**src/rtl/sram_controller.sv**
```systemverilog
// 32-bit load/store bridge onto a 16-bit asynchronous SRAM: each access is split into
// a low and a high halfword transfer, then padded by WAIT_CYCLES idle cycles.
module sram_controller #(
   parameter int unsigned WAIT_CYCLES = 3,
   parameter int unsigned BASE_ADDR   = 1024
) (
   input  logic        clk,
   input  logic        rst,
   input  logic        wr_en,
   input  logic        rd_en,
   input  logic [31:0] address,
   input  logic [31:0] writeData,
   output logic [31:0] readData,
   output logic        ready,
   output logic [17:0] SRAM_ADDR,
   output logic        SRAM_WE_N,
   output logic [15:0] sram_dq_out,
   output logic        sram_dq_oe,
   input  logic [15:0] sram_dq_in
);

   localparam int unsigned CNT_W = (WAIT_CYCLES > 1) ? $clog2(WAIT_CYCLES) : 1;
   localparam logic [CNT_W-1:0] PAD_LAST = CNT_W'((WAIT_CYCLES > 0) ? WAIT_CYCLES - 1 : 0);

   typedef enum logic [2:0] {IDLE, LO, HI, PAD, DONE} stateT;

   stateT            state;
   logic [CNT_W-1:0] padCnt;
   logic [16:0]      waddr;
   logic [31:0]      data;
   logic             opWrite;
   logic [16:0]      reqWaddr;
   logic             request;

   assign request  = wr_en || rd_en;
   assign reqWaddr = 17'((address - BASE_ADDR) >> 2);
   assign ready    = (state == DONE) || ((state == IDLE) && !request);

   // Bus outputs are registered one state ahead so they are stable for the whole LO/HI cycle.
   always_ff @(posedge clk or negedge rst) begin
      if (!rst) begin
         state       <= IDLE;
         padCnt      <= '0;
         waddr       <= '0;
         data        <= '0;
         opWrite     <= 1'b0;
         readData    <= '0;
         SRAM_ADDR   <= '0;
         SRAM_WE_N   <= 1'b1;
         sram_dq_out <= '0;
         sram_dq_oe  <= 1'b0;
      end else begin
         case (state)
            IDLE: begin
               if (request) begin
                  waddr       <= reqWaddr;
                  data        <= writeData;
                  opWrite     <= wr_en;
                  SRAM_ADDR   <= {reqWaddr, 1'b0};
                  SRAM_WE_N   <= !wr_en;
                  sram_dq_oe  <= wr_en;
                  sram_dq_out <= wr_en ? writeData[15:0] : '0;
                  state       <= LO;
               end
            end
            LO: begin
               if (!opWrite) readData[15:0] <= sram_dq_in;
               SRAM_ADDR   <= {waddr, 1'b1};
               SRAM_WE_N   <= !opWrite;
               sram_dq_oe  <= opWrite;
               sram_dq_out <= opWrite ? data[31:16] : '0;
               state       <= HI;
            end
            HI: begin
               if (!opWrite) readData[31:16] <= sram_dq_in;
               SRAM_WE_N   <= 1'b1;
               sram_dq_oe  <= 1'b0;
               sram_dq_out <= '0;
               padCnt      <= PAD_LAST;
               state       <= (WAIT_CYCLES == 0) ? DONE : PAD;
            end
            PAD: begin
               if (padCnt == '0) state <= DONE;
               else padCnt <= padCnt - 1'b1;
            end
            DONE:    state <= IDLE;
            default: state <= IDLE;
         endcase
      end
   end

endmodule

```
**config.mk**
```make
export PLATFORM = sky130hd
export DESIGN_NAME = sram_controller
export DESIGN_NICKNAME = d
export VERILOG_FILES = /design/src/rtl/sram_controller.sv
export SDC_FILE = /design/constraint.sdc
export NUM_CORES = 1
export LEC_CHECK = 0
export BUFFER_PORTS_ARGS = -buffer_cell sky130_fd_sc_hd__clkbuf_2
export CAP_MARGIN = 25
export CORE_MARGIN = 4
export CORE_UTILIZATION = 39
export DETAILED_ROUTE_END_ITERATION = 6
export PLACE_DENSITY = 0.72
export SLEW_MARGIN = 10
export SYNTH_ARGS = -nofsm -noshare
export SYNTH_HDL_FRONTEND = slang
export SYNTH_SLANG_ARGS = --single-unit
```
**constraint.sdc**
```tcl
create_clock -name clk -period 2.1 [get_ports clk]
set_clock_uncertainty 0.05 [all_clocks]
set_input_delay 0.42 -clock clk [delete_from_list [all_inputs] [get_ports clk]]
set_output_delay 0.42 -clock clk [all_outputs]
set_load 0.01 [all_outputs]
```
==> impl_metrics.json, run 1 <==
{
  "ant_nets": 0,
  "p_switching_mw": 2.91,
  "power_density_nw_per_um2": 1500,
  "clock_sinks": 107,
  "p_int_mw": 5.44,
  "nets": 598,
  "crit_required_ns": 2.25,
  "r2r_cells": 4,
  "p_comb_frac": 0.365,
  "setup_viol": 0,
  "core_region_area_sq_um": 10900,
  "clk_path_buf_depth": 2,
  "cp-startpoint": "state[0]",
  "setup.reg_to_reg.worst_slack_ns": 0.27,
  "switching_share": 0.348,
  "ys_async_sr_fraction": 1.00,
  "grt_overflow": 0,
  "grt_pass1_wl_um": 17100,
  "pre_cts_slack_ns": 0.153,
  "p_leak_nw": 2.98,
  "synth_top_area_frac": 0.604,
  "cts_resized": 0,
  "setup_slack_ns": 0.275,
  "critPathLaunchType": "register",
  "ios": 153,
  "syn_nets": 462,
  "yosysTopAreaCell": "dfrtp_1",
  "port_buffers": 137,
  "synth.avg_cell_area_sq_um": 11.7,
  "gr-usage-all-layers": 0.165,
  "fin_util": 0.509,
  "drc_errors": 0,
  "finalHoldViolCount": 0,
  "cts_root_buf": "clkbuf_16",
  "rr_startpoint": "state[0]",
  "pwr-share-seq": 0.430,
  "fp-row-count": 38,
  "finalCritPeriodShare": 0.869,
  "fmax_ghz": 0.548,
  "die_area_sq_um": 13000,
  "grt_max_degree": 108,
  "drtIter0Drc": 293,
  "gp_congestion": 0.800,
  "grt_pass1_vias": 3303,
  "first_pass_iters": 5,
  "status": "finished clean",
  "syn_area_sq_um": 4390,
  "r2r_end": "SRAM_ADDR[17]",
  "yosysUniqueCellTypes": 41,
  "die_w_um": 114,
  "crit_type": "reg2reg",
  "n_antenna_cell": 0,
  "synth_flop_cell": "dfrtp_1",
  "slew_headroom": 0.497,
  "end_kind": "register",
  "wl_per_cell_um": 16.0,
  "hold_path.class": "in2async",
  "yosys_warnings": 0,
  "critical_path_arrival_ns": 1.98,
  "num_vias": 3339,
  "antenna_found_initial": 0,
  "cts_setup_buffers": 0,
  "die_y_um": 114,
  "syn_to_final_growth_pct": 26.6,
  "min_period_ns": 1.83,
  "peakVddDrop_mv": 0.756,
  "cts-buffers-inserted": 9,
  "avgViaCountPerCell": 5.08,
  "htreeDepth": 3,
  "ys_seq_area_frac": 0.610,
  "cts_tree": "done",
  "yosysMostFrequentCell": "dfrtp_1",
  "initial_utilization": 0.402,
  "routed_wl_um": 10500,
  "totalPowerFinal_mw": 8.35,
  "numPlacedInstances": 641,
  "synth_edf_count": 0,
  "pwr-share-clk": 0.206,
  "hold_buffers": 0,
  "synthTopCellsByCount": "dfrtp_1, nand2_1, inv_1, mux2_1, a222oi_1",
  "cp_max_fo": 17,
  "stdcell_count": 657,
  "hpwlAfterDp_um": 7460,
  "cap_violations": 0,
  "worstSetupEndpoint": "SRAM_ADDR[17]",
  "fin_setup_tns_ns": 0,
  "drive_above_1_share": 0.362,
  "tightest_slew_ns": 0.755,
  "rsz0062_at_grt": "false",
  "synth_seq_cells": 107,
  "path_clk_slew_ns": 0.07,
  "syn_inst": 376,
  "insertion_delay_ns": 0.34,
  "synthTopCellsByArea": "dfrtp_1, nand2_1, mux2_1",
  "slew_viol_final": 0
}
## area by class of cell
| cell class | instances | area, sq um |
|---|---|---|
| fill | 998 | 5370 |
| sequential | 107 | 2680 |
| multi-input combinational | 224 | 1510 |
| timing repair buffer | 149 | 816 |
| clock buffer | 13 | 260 |
| tap | 140 | 175 |
| inverter | 21 | 78.8 |
| clock inverter | 3 | 46.3 |
## cell families (layout without fill, tap and decap cells)
kind of cell               count (synthesis)  count (layout)  share of synthesized area
and+or+nand+nor                          119             119                      0.119
DFF                                      107             107                      0.610
AOI/OAI and AO/OA                         65              65                      0.120
buffers and inverters                     45             186                     0.0507
muxes                                     33              33                     0.0846
xor gates and xnor gates                   5               5                    0.00997
adders and majority gates                  2               2                    0.00570
## flip-flops by register name, indices dropped and copies added, names as in the netlist
| name | flops |
|---|---|
| readData | 32 |
| SRAM_ADDR | 18 |
| waddr | 17 |
| data | 16 |
| sram_dq_out | 16 |
| state | 3 |
| padCnt | 2 |
| SRAM_WE_N | 1 |
| opWrite | 1 |
| sram_dq_oe | 1 |
## cells in the final DEF, fill, tap and decap left out, types with 6 or more instances in the layout
cell type | Yosys | final
a21o_1 | 8 | 8
a222oi_1 | 16 | 16
a22oi_1 | 13 | 13
buf_4 | 3 | 10
clkbuf_16 | 0 | 9
clkbuf_2 | 0 | 136
dfrtp_1 | 106 | 106
inv_1 | 21 | 21
mux2_1 | 20 | 20
mux2_2 | 13 | 13
nand2_1 | 87 | 87
nor2_1 | 10 | 10
o21ai_1 | 6 | 6
## how the worst min path moves through the flow
| stage | startpoint | depth (start not counted) | slack [ns] | end |
|---|---|---|---|---|
| detailed placement | waddr[2] | 2 | 0.42 | waddr[2] |
| floorplan | rst | 0 | 0.07 | SRAM_ADDR[0] |
| global placement | waddr[3] | 2 | 0.41 | waddr[3] |
| CTS | rst | 2 | 0.12 | readData[17] |
| global route | rst | 2 | 0.15 | readData[17] |
| finish | rst | 2 | 0.08 | readData[17] |
## metrics by stage
stage	cell area (sq um)	hold slack, ns
after detailed placement	5250	0.417
final	5560	0.0808
after CTS	5560	0.124
after floorplan	4390	0.0744
after global placement	5250	0.407
after global routing	5560	0.145
## power by group through the flow
stage                     combinational (mW)  clock (mW)  sequential, mW
after floorplan                         1.69           0            3.78
after global placement                  3.00           0            3.56
after detailed placement                3.10           0            3.62
after CTS                               3.10        1.76            3.59
after global routing                    3.38        1.86            3.70
final                                   3.04        1.72            3.58
## critical path: stages, from the launching register on
cell and delay [ns]:
dfrtp_1 0.51, nor3_1 0.10, or3_1 0.64, a22oi_1 0.26, o21ai_0 0.13
## metal layers
| metal | share of wire | vias to the layer above | routed length [um] | track usage |
|---|---|---|---|---|
| met3 | 0.064 | 8 | 676 | 0.0407 |
| li1 | - | 1580 | - | - |
| met2 | 0.48 | 111 | 5080 | 0.263 |
| met1 | 0.44 | 1640 | 4680 | 0.228 |
| met5 | 0 | - | 0 | 0 |
| met4 | 0.010 | 0 | 105 | 0.0396 |
(Power assumes the default switching activity.)
==> run 2: changes to the inputs <==
Settings changed: GPL_TIMING_DRIVEN set to 0.
==> run 2 against run 1 <==
Effect of this change:
- worst setup slack worse by 0.13 ns
- final cell count is 1.8% higher
- global-route usage increased by 0.11 points
- clock-buffer cell count down 4
- fmax shrank 6.7%
- register-to-register slack lost 0.13 ns
- critical path depth rose by 2
- cell area increased by 0.50%
- clock power increased by 2%
- sequential power shrank 1%
- highest routed layer unchanged
==> impl_metrics.json, run 2 (same netlist as run 1, synthesis figures left out) <==
{
  "grt_max_degree": 108,
  "clk_path_buf_depth": 2,
  "reg_top3": "readData x32, SRAM_ADDR x18, waddr x17",
  "path_clk_slew_ns": 0.08,
  "cts_root_buf": "clkbuf_16",
  "n_antenna_cell": 0,
  "min_period_ns": 1.96,
  "cts_resized": 0,
  "drtIter0Drc": 185,
  "numPlacedInstances": 653,
  "stdcell_count": 669,
  "end_kind": "register",
  "power_density_nw_per_um2": 1510,
  "grt_pass1_wl_um": 17300,
  "ios": 153,
  "htreeDepth": 3,
  "peakVddDrop_mv": 0.729,
  "critical_path_arrival_ns": 2.12,
  "cts_tree": "done",
  "rr_startpoint": "state[1]",
  "cap_violations": 0,
  "p_leak_nw": 3.01,
  "fmax_ghz": 0.511,
  "gr-usage-all-layers": 0.166,
  "cts-buffers-inserted": 9,
  "antenna_found_initial": 0,
  "rsz0062_at_grt": "false",
  "fp-row-count": 38,
  "die_w_um": 114,
  "clock_sinks": 107,
  "crit_required_ns": 2.26,
  "critPathLaunchType": "register",
  "max_stage_delay_ns": 0.43,
  "initial_utilization": 0.402,
  "finalCritPeriodShare": 0.932,
  "syn_to_final_growth_pct": 27.2,
  "setup_slack_ns": 0.142,
  "status": "finished clean",
  "largest-register": "readData",
  "setup.reg_to_reg.worst_slack_ns": 0.14,
  "final_cell_mix": "clkbuf_2, dfrtp_1, nand2_1",
  "finalHoldViolCount": 0,
  "hold_buffers": 0,
  "wl_per_cell_um": 15.7,
  "path_delay_family": "buffers and inverters",
  "cp_max_fo": 10,
  "hold_path.class": "in2async",
  "avgViaCountPerCell": 5.04,
  "grt_pass1_vias": 3471,
  "slew_headroom": 0.447,
  "setup_viol": 0,
  "insertion_delay_ns": 0.34,
  "grt_overflow": 0,
  "die_area_sq_um": 13000,
  "routed_wl_um": 10500,
  "cts_setup_buffers": 0,
  "num_vias": 3369,
  "hpwlAfterDp_um": 7800,
  "die_y_um": 114,
  "pre_cts_slack_ns": 0.134,
  "slowest_stage": "dfrtp_1",
  "fin_util": 0.511,
  "nets": 610,
  "path_cells": "buf_4 -> or3_1 -> clkbuf_1 -> buf_2 -> a22oi_1 -> o21ai_1",
  "drc_errors": 0,
  "drive_above_1_share": 0.363,
  "r2r_end": "SRAM_ADDR[10]",
  "tightest_slew_ns": 0.830,
  "cp-startpoint": "state[1]",
  "largest_reg_flops": 32,
  "crit_type": "reg2reg",
  "critPathBufInv": 3,
  "gp_congestion": 0.789,
  "r2r_cells": 6,
  "layout_commonest_cell": "clkbuf_2",
  "port_buffers": 137,
  "slew_viol_final": 0,
  "ant_nets": 0,
  "core_region_area_sq_um": 10900,
  "first_pass_iters": 5
}
## run 2: cell count changes in the layout (fill, tap and decap cells not counted), sizes merged
| cell | delta |
|---|---|
| buf | +6 |
| clkbuf | +2 |
| clkinv | +3 |
| clkinvlp | -1 |
| inv | +2 |
## run 2: routing by layer
metal | wire (um) | track usage
met1 | 4640 | 0.215
met2 | 5180 | 0.283
met3 | 659 | 0.0439
met4 | 32 | 0.0309
met5 | 0 | 0
## run 2: worst max-delay path by stage
stage / to / slack [ns] / cells past startpoint
6_report: SRAM_ADDR[10] / 0.14 / 6
3_3_place_gp: waddr[13] / -0.85 / 1
5_1_grt: readData[21] / 0.04 / 5
2_1_floorplan: readData[16] / 0.41 / 5
4_1_cts: waddr[6] / 0.12 / 7
3_5_place_dp: readData[17] / 0.13 / 5
## run 2: report_power, final
group / internal [mW] / switching, mW / leakage, nW
sequential: 3.02 / 0.516 / 1.34
clock: 0.959 / 0.804 / 0.157
combinational: 1.44 / 1.67 / 1.52
## run 2: area by class of cell
| class | instances | area, sq um |
|---|---|---|
| Timing Repair Buffer | 137 | 694 |
| Fill cell | 997 | 5350 |
| Buffer | 24 | 144 |
| Sequential cell | 107 | 2680 |
| Tap cell | 140 | 175 |
| Clock buffer | 9 | 225 |
| Multi-Input combinational cell | 224 | 1500 |
| Inverter | 21 | 78.8 |
| Clock inverter | 7 | 96.3 |
## run 2: stage by stage
step / instance area, sq um / hold WS [ns] / power (mW) / setup TNS (ns)
6_report: 5590 / 0.114 / 8.42 / 0
5_1_grt: 5590 / 0.188 / 9.06 / 0
4_1_cts: 5580 / 0.167 / 8.54 / 0
3_5_place_dp: 5260 / 0.413 / 6.75 / 0
3_3_place_gp: 5250 / 0.408 / 6.59 / -89.39
2_1_floorplan: 4390 / 0.0744 / 5.47 / 0
## run 2: worst reg2reg max path: stages, from the launching register on
cell and delay [ns]:
dfrtp_1 0.43, buf_4 0.20, or3_1 0.37, clkbuf_1 0.24, buf_2 0.27, a22oi_1 0.17
o21ai_1 0.10
